File: src/rtl/data_mem_requester_if.sv
// ============================================================================
//  Module      : data_mem_requester_if
//  Description : Data-memory request/ready handshake bundle.
//                master : requester side (drives requests and command)
//                slave  : memory side (drives ready pulses and read data)
//  Signals     : read_request, write_request  - level requests
//                address, block_size, write_data - memory command
//                read_ready, write_ready, write_finished - one-cycle pulses
//                read_data - right-aligned read data
//  Revision    : 1.0 - initial release
// ============================================================================
`default_nettype none

interface data_mem_requester_if;
    logic        read_request;
    logic        write_request;
    logic [63:0] address;
    logic [1:0]  block_size;
    logic [63:0] write_data;
    logic        read_ready;
    logic        write_ready;
    logic        write_finished;
    logic [63:0] read_data;

    modport master (
        output read_request, write_request, address, block_size, write_data,
        input  read_ready, write_ready, write_finished, read_data
    );

    modport slave (
        input  read_request, write_request, address, block_size, write_data,
        output read_ready, write_ready, write_finished, read_data
    );
endinterface

`default_nettype wire

File: src/rtl/data_mem_requester.sv
// ============================================================================
//  Module      : data_mem_requester
//  Description : Initiator side of the data-memory request/ready handshake.
//                Accepts one load or store command at a time, drives the
//                memory request, waits for the memory pulses (with timeout),
//                size-extends load data and reports completion.
//  Ports       : clk, rst_n (async, active-low)
//                start_load, start_store, cmd_address, cmd_size, cmd_signed,
//                cmd_wdata                   - command from the memory stage
//                busy, done, error, load_data - status/result to the pipeline
//                mem (master modport)        - memory handshake bundle
//  Parameters  : TIMEOUT_CYCLES - wait-state cycle limit before abort (>=1)
//  Revision    : 1.0 - initial release
// ============================================================================
`default_nettype none

module data_mem_requester #(
    parameter int TIMEOUT_CYCLES = 64
) (
    input  wire         clk,
    input  wire         rst_n,
    input  wire         start_load,
    input  wire         start_store,
    input  wire  [63:0] cmd_address,
    input  wire  [1:0]  cmd_size,
    input  wire         cmd_signed,
    input  wire  [63:0] cmd_wdata,
    output logic        busy,
    output logic        done,
    output logic        error,
    output logic [63:0] load_data,
    data_mem_requester_if.master mem
);

    localparam int                c_cnt_w   = $clog2(TIMEOUT_CYCLES + 1);
    localparam logic [c_cnt_w-1:0] c_timeout = c_cnt_w'(TIMEOUT_CYCLES);

    typedef enum logic [2:0] {
        ST_IDLE           = 3'd0,
        ST_RD_WAIT        = 3'd1,
        ST_WR_WAIT_READY  = 3'd2,
        ST_WR_WAIT_FINISH = 3'd3,
        ST_GAP            = 3'd4
    } state_t;

    state_t               r_state,  w_state;
    logic [c_cnt_w-1:0]   r_cnt,    w_cnt;
    logic                 r_signed, w_signed;
    logic                 r_busy,   w_busy;
    logic                 r_done,   w_done;
    logic                 r_error,  w_error;
    logic [63:0]          r_load_data, w_load_data;
    logic                 r_rreq,   w_rreq;
    logic                 r_wreq,   w_wreq;
    logic [63:0]          r_addr,   w_addr;
    logic [1:0]           r_size,   w_size;
    logic [63:0]          r_wdata,  w_wdata;
    logic                 w_timeout;

    // Right-aligned read data narrowed to the access size, then sign- or
    // zero-extended to the full 64 bits.
    function automatic logic [63:0] extend_load(input logic [63:0] d,
                                                input logic [1:0]  sz,
                                                input logic        sg);
        logic [63:0] v;
        case (sz)
            2'd0:    v = {{56{sg & d[7]}},  d[7:0]};
            2'd1:    v = {{48{sg & d[15]}}, d[15:0]};
            2'd2:    v = {{32{sg & d[31]}}, d[31:0]};
            default: v = d;
        endcase
        return v;
    endfunction

    assign w_timeout = (r_cnt == c_timeout);

    always_comb begin
        w_state     = r_state;
        w_cnt       = '0;
        w_signed    = r_signed;
        w_busy      = 1'b0;
        w_done      = 1'b0;
        w_error     = 1'b0;
        w_load_data = r_load_data;
        w_rreq      = r_rreq;
        w_wreq      = r_wreq;
        w_addr      = r_addr;
        w_size      = r_size;
        w_wdata     = r_wdata;

        case (r_state)
            ST_IDLE: begin
                // Load has priority; a simultaneous store is dropped.
                if (start_load) begin
                    w_addr   = cmd_address;
                    w_size   = cmd_size;
                    w_signed = cmd_signed;
                    w_rreq   = 1'b1;
                    w_state  = ST_RD_WAIT;
                end else if (start_store) begin
                    w_addr   = cmd_address;
                    w_size   = cmd_size;
                    w_wdata  = cmd_wdata;
                    w_wreq   = 1'b1;
                    w_state  = ST_WR_WAIT_READY;
                end
            end

            ST_RD_WAIT: begin
                // The expected pulse takes priority over a coincident timeout.
                if (mem.read_ready) begin
                    w_load_data = extend_load(mem.read_data, r_size, r_signed);
                    w_rreq      = 1'b0;
                    w_done      = 1'b1;
                    w_state     = ST_GAP;
                end else if (w_timeout) begin
                    w_rreq  = 1'b0;
                    w_done  = 1'b1;
                    w_error = 1'b1;
                    w_state = ST_GAP;
                end else begin
                    w_cnt = r_cnt + 1'b1;
                end
            end

            ST_WR_WAIT_READY: begin
                // write_finished is not looked at here, so an early one is
                // ignored. The counter restarts on entry to WR_WAIT_FINISH.
                if (mem.write_ready) begin
                    w_state = ST_WR_WAIT_FINISH;
                end else if (w_timeout) begin
                    w_wreq  = 1'b0;
                    w_done  = 1'b1;
                    w_error = 1'b1;
                    w_state = ST_GAP;
                end else begin
                    w_cnt = r_cnt + 1'b1;
                end
            end

            ST_WR_WAIT_FINISH: begin
                if (mem.write_finished) begin
                    w_wreq  = 1'b0;
                    w_done  = 1'b1;
                    w_state = ST_GAP;
                end else if (w_timeout) begin
                    w_wreq  = 1'b0;
                    w_done  = 1'b1;
                    w_error = 1'b1;
                    w_state = ST_GAP;
                end else begin
                    w_cnt = r_cnt + 1'b1;
                end
            end

            // One cycle with both requests low so the memory always sees a
            // fresh rising edge on the next request.
            ST_GAP: begin
                w_state = ST_IDLE;
            end

            default: begin
                w_rreq  = 1'b0;
                w_wreq  = 1'b0;
                w_state = ST_IDLE;
            end
        endcase

        w_busy = (w_state != ST_IDLE);
    end

    always_ff @(posedge clk or negedge rst_n) begin
        if (!rst_n) begin
            r_state     <= ST_IDLE;
            r_cnt       <= '0;
            r_signed    <= 1'b0;
            r_busy      <= 1'b0;
            r_done      <= 1'b0;
            r_error     <= 1'b0;
            r_load_data <= '0;
            r_rreq      <= 1'b0;
            r_wreq      <= 1'b0;
            r_addr      <= '0;
            r_size      <= '0;
            r_wdata     <= '0;
        end else begin
            r_state     <= w_state;
            r_cnt       <= w_cnt;
            r_signed    <= w_signed;
            r_busy      <= w_busy;
            r_done      <= w_done;
            r_error     <= w_error;
            r_load_data <= w_load_data;
            r_rreq      <= w_rreq;
            r_wreq      <= w_wreq;
            r_addr      <= w_addr;
            r_size      <= w_size;
            r_wdata     <= w_wdata;
        end
    end

    assign busy              = r_busy;
    assign done              = r_done;
    assign error             = r_error;
    assign load_data         = r_load_data;
    assign mem.read_request  = r_rreq;
    assign mem.write_request = r_wreq;
    assign mem.address       = r_addr;
    assign mem.block_size    = r_size;
    assign mem.write_data    = r_wdata;

endmodule

`default_nettype wire

File: src/flat_wrapper.sv
// flat-port wrapper written by rule: the top's interface ports become plain ports
module data_mem_requester_flat 
#(
    parameter int TIMEOUT_CYCLES = 64
)
  (clk, rst_n, start_load, start_store, cmd_address, cmd_size, cmd_signed, cmd_wdata, busy, done, error, load_data, mem_read_request, mem_write_request, mem_address, mem_block_size, mem_write_data, mem_read_ready, mem_write_ready, mem_write_finished, mem_read_data);
  data_mem_requester_if mem_i ();
  input  wire clk;
  input  wire rst_n;
  input  wire start_load;
  input  wire start_store;
  input  wire  [63:0] cmd_address;
  input  wire  [1:0] cmd_size;
  input  wire cmd_signed;
  input  wire  [63:0] cmd_wdata;
  output logic busy;
  output logic done;
  output logic error;
  output logic [63:0] load_data;
  output wire logic [$bits(mem_i.read_request)-1:0] mem_read_request;
  output wire logic [$bits(mem_i.write_request)-1:0] mem_write_request;
  output wire logic [$bits(mem_i.address)-1:0] mem_address;
  output wire logic [$bits(mem_i.block_size)-1:0] mem_block_size;
  output wire logic [$bits(mem_i.write_data)-1:0] mem_write_data;
  input wire logic [$bits(mem_i.read_ready)-1:0] mem_read_ready;
  input wire logic [$bits(mem_i.write_ready)-1:0] mem_write_ready;
  input wire logic [$bits(mem_i.write_finished)-1:0] mem_write_finished;
  input wire logic [$bits(mem_i.read_data)-1:0] mem_read_data;
  assign mem_read_request = mem_i.read_request;
  assign mem_write_request = mem_i.write_request;
  assign mem_address = mem_i.address;
  assign mem_block_size = mem_i.block_size;
  assign mem_write_data = mem_i.write_data;
  assign mem_i.read_ready = mem_read_ready;
  assign mem_i.write_ready = mem_write_ready;
  assign mem_i.write_finished = mem_write_finished;
  assign mem_i.read_data = mem_read_data;
  data_mem_requester #(.TIMEOUT_CYCLES(TIMEOUT_CYCLES)) u_core (.clk(clk), .rst_n(rst_n), .start_load(start_load), .start_store(start_store), .cmd_address(cmd_address), .cmd_size(cmd_size), .cmd_signed(cmd_signed), .cmd_wdata(cmd_wdata), .busy(busy), .done(done), .error(error), .load_data(load_data), .mem(mem_i));
endmodule
File: config.mk
export PLATFORM = sky130hd
export DESIGN_NAME = data_mem_requester_flat
export DESIGN_NICKNAME = d
export VERILOG_FILES = /design/src/rtl/data_mem_requester_if.sv /design/src/rtl/data_mem_requester.sv /design/src/flat_wrapper.sv
export SDC_FILE = /design/constraint.sdc
export NUM_CORES = 1
export LEC_CHECK = 0
export ABC_AREA = 1
export CELL_PAD_IN_SITES_DETAIL_PLACEMENT = 0
export CELL_PAD_IN_SITES_GLOBAL_PLACEMENT = 1
export CORE_MARGIN = 2
export CORE_UTILIZATION = 27
export CTS_CLUSTER_SIZE = 40
export DETAILED_ROUTE_END_ITERATION = 10
export PLACE_DENSITY = 0.85
export SLEW_MARGIN = 20
export SYNTH_ARGS = -nofsm -noshare
export SYNTH_HDL_FRONTEND = slang
export SYNTH_SLANG_ARGS = --single-unit
File: constraint.sdc
create_clock -name clk -period 1.56 [get_ports clk]
set_clock_uncertainty 0.2 [all_clocks]
set_input_delay 0.156 -clock clk [delete_from_list [all_inputs] [get_ports clk]]
set_output_delay 0.156 -clock clk [all_outputs]
set_load 0.03 [all_outputs]
==> results.toml <==
[timing]
drv_slew = 0
fmax_ghz = 0.591
rsz0062_at_grt = "yes"
setup_viol = 183
finalHoldViolCount = 0
slew_headroom = 0.783
fin_ws_ns = -0.132
fin_crit_sh = 1.08
hold_slack_ns = 0.00554
fin_crit_ns = 1.69
worst-slew-pin-transition_ns = 0.325

[synth]
netlist_instances = 1021
synth-edff-count = 0
synth_cell_types = 26
netlist_top_cells_area = "dfrtp_1, nand2_1, nor2_1, inv_1, o21ai_0"
yosys.area.top_type_share = 0.596
netlist_top_cells_count = "nand2_1, dfrtp_1, nor2_1"
synthArstFlopShare = 1.00
synth_flop_cell = "dfrtp_1"
syn_area_sq_um = 8820
ys_seq_area_frac = 0.596
syn_avg_cell_area_sq_um = 8.64
synth.most_common_cell = "nand2_1"
yosysWarnings = 0
ys_ff_latch = 210
yosysTopAreaCell = "dfrtp_1"
syn_nets = 1225

[die]
rows = 66
core_area_sq_um = 32400
die-height_microns = 185
start_util = 0.272
die_x_microns = 185
die_area_sq_um = 34100
ios = 401

[hold_path]
hold_path_end = "u_core.mem.address[22]$_DFFE_PN0P_"
min_delay_path_depth = 3
hold_start = "cmd_address[22]"
worstHoldPathType = "input pin to register"

[placed_design]
gp_congestion = 0.780
hpwl_microns = 20000
dpl.cell_count = 1878
port_buffers = 400

[route]
drc = 0
antenna_left = 0
dr.pass1.iters = 4
first_iter_violations = 400
vias_per_cell = 4.40
post_drt_wl_per_cell_microns = 16.1
wl_microns = 33700
vias = 9210

[clock_tree]
cts_tree = "built"
clock_path_buffers = 3
clock-sinks = 210
cts_htree_levels = 1
clk_latency_ns = 0.52
cts_root_buf = "clkbuf_16"
clkTransAtPathRegs_ns = 0.06
cts_buffers = 25

[worst_setup_path]
path_common_cell = "buf_4"
reg2reg_slack_ns = -0.13
slowest_stage = "dfrtp_2"
reg2reg_to = "u_core.load_data[26]$_DFFE_PN0P_"
crit_chain = "buf_4, nand3_4, nor2_4, buf_12, buf_4, buf_4, o22a_1"
r2r_start = "u_core.r_state[0]$_DFF_PN0_"
critPathMaxFanout = 15
cp.arrival_ns = 1.89
endpoint_kind = "register"
cpPeakStageDelay_ns = 0.44
reg2reg_depth = 7
startpoint_type = "register"
critPathKind = "register to register"
required_ns = 1.76

[power]
cellPowerDensity_nw_per_um2 = 2100
leakage_nw = 8.06
p_comb_frac = 0.559
sequentialPowerShare = 0.275
switching_share = 0.443
p_clk_frac = 0.165
irDropWorstVdd_mv = 1.08
switching_power_mw = 15.6
p_int_mw = 19.6

[flow_run]
cap_violations = 0

[final_layout]
drive_gt1_frac = 0.290
final_nets = 1841
area_delta_synth_final_pct = 89.8
diodes = 0
final_cells = 2093

[grt]
antenna_found_initial = 0
track_usage = 0.173
grt_max_degree = 65
grt-ovfl-total = 0
first_global_vias = 9186
grt_first_pass_wirelength_microns = 47400

[status]
status = "complete, but fails checks"
failed_checks = "negative setup slack"
==> how the worst max path moves through the flow <==
stage,startpoint,to,slack (ns),cells past startpoint
2_1_floorplan,u_core.mem.block_size[0]$_DFFE_PN0P_,u_core.load_data[33]$_DFFE_PN0P_,-0.03,7
3_3_place_gp,start_store,u_core.mem.write_data[4]$_DFFE_PN0P_,-0.23,6
3_5_place_dp,start_store,u_core.mem.write_data[15]$_DFFE_PN0P_,-0.24,6
4_1_cts,u_core.r_state[0]$_DFF_PN0_,u_core.mem.address[26]$_DFFE_PN0P_,-0.07,8
5_1_grt,u_core.r_state[1]$_DFF_PN0_,u_core.mem.address[48]$_DFFE_PN0P_,-0.18,8
6_report,u_core.r_state[0]$_DFF_PN0_,u_core.load_data[26]$_DFFE_PN0P_,-0.13,7
==> flip-flops by register name (all words and copies together) (netlist names) <==
signal,cells
u_core.load_data,64
u_core.mem.address,64
u_core.mem.write_data,64
u_core.r_cnt,7
u_core.r_state,3
u_core.mem.block_size,2
u_core.busy,1
u_core.done,1
u_core.error,1
u_core.mem.read_request,1
u_core.mem.write_request,1
u_core.r_signed,1
==> critical path: cells and delay by family (launching register included) <==
family / cells / cell delay, ns
AO/OA/AOI/OAI: 1 / 0.19
buffers and inverters: 4 / 0.61
flip-flops: 1 / 0.44
AND/OR/NAND/NOR: 2 / 0.13
==> cell families (layout without fill, tap and decap cells) <==
kind of cell / Yosys count / after routing / share of synthesized area
AO/OA/AOI/OAI: 103 / 103 / 0.0664
XOR/XNOR: 5 / 5 / 0.00497
adder cells (fa/ha/maj): 2 / 2 / 0.00284
buffers and inverters: 145 / 775 / 0.0816
flip-flops: 210 / 210 / 0.596
AND/OR/NAND/NOR: 556 / 556 / 0.249
==> power groups by stage <==
| stage | registers (mW) | logic [mW] | clock network (mW) |
|---|---|---|---|
| after floorplan | 14.4 | 4.82 | 0 |
| after global placement | 9.51 | 17.5 | 0 |
| after detailed placement | 9.57 | 17.8 | 0 |
| after CTS | 9.50 | 17.1 | 5.98 |
| after global routing | 10.0 | 21.0 | 6.27 |
| final | 9.70 | 19.7 | 5.82 |
==> stage by stage <==
| stage | setup TNS (ns) | utilization | cell area (sq um) | setup slack [ns] | total power [mW] |
|---|---|---|---|---|---|
| global route | -23.73 | 0.517 | 16700 | -0.179 | 37.3 |
| CTS | -6.25 | 0.483 | 15600 | -0.0690 | 32.6 |
| global placement | -25.95 | 0.425 | 13800 | -0.229 | 27.0 |
| floorplan | -0.835 | - | 8820 | -0.0278 | 19.2 |
| detailed placement | -29.39 | 0.425 | 13800 | -0.235 | 27.3 |
| finish | -10.59 | 0.517 | 16700 | -0.132 | 35.2 |
==> repair_timing <==
action,CTS,global route
endpoints found under the setup margin,372,286
endpoints found under the hold margin,339,0
hold buffers,131,0
cloned,4,22
resized for setup,812,221
pin swaps,1,18
buffers inserted,7,10
==> per-layer routing <==
metal	vias to the layer above	track usage	part of all wire
met1	4371	0.202	0.39
li1	4395	-	-
met5	-	0	0
met3	88	0.0445	0.072
met2	356	0.306	0.51
met4	0	0.0635	0.035
==> cells in the final DEF (no fill, tap or decap), types with 6 or more instances in the layout <==
master	instances
a31oi_1	8
buf_12	20
buf_2	117
buf_4	55
buf_6	11
buf_8	16
clkbuf_1	7
clkbuf_16	40
clkbuf_8	6
clkdlybuf4s15_2	73
clkdlybuf4s50_1	200
dfrtp_1	207
dlygate4sd3_1	131
inv_1	82
inv_2	6
nand2_1	298
nand2_2	57
nand2_4	17
nand3_1	40
nor2_1	115
nor2_2	9
nor2_4	6
o21ai_0	16
o21ai_1	40
o21ai_2	19
o22a_1	15
==> area by class of cell <==
class | instances | area, sq um
clock inverters | 3 | 67.6
inverters | 90 | 357
well taps | 442 | 553
flip-flops and latches | 210 | 5260
fillers | 2850 | 15600
multi-input cells | 666 | 3320
clock buffers | 38 | 734
repair buffers | 644 | 6450
(Power assumes the default switching activity.)
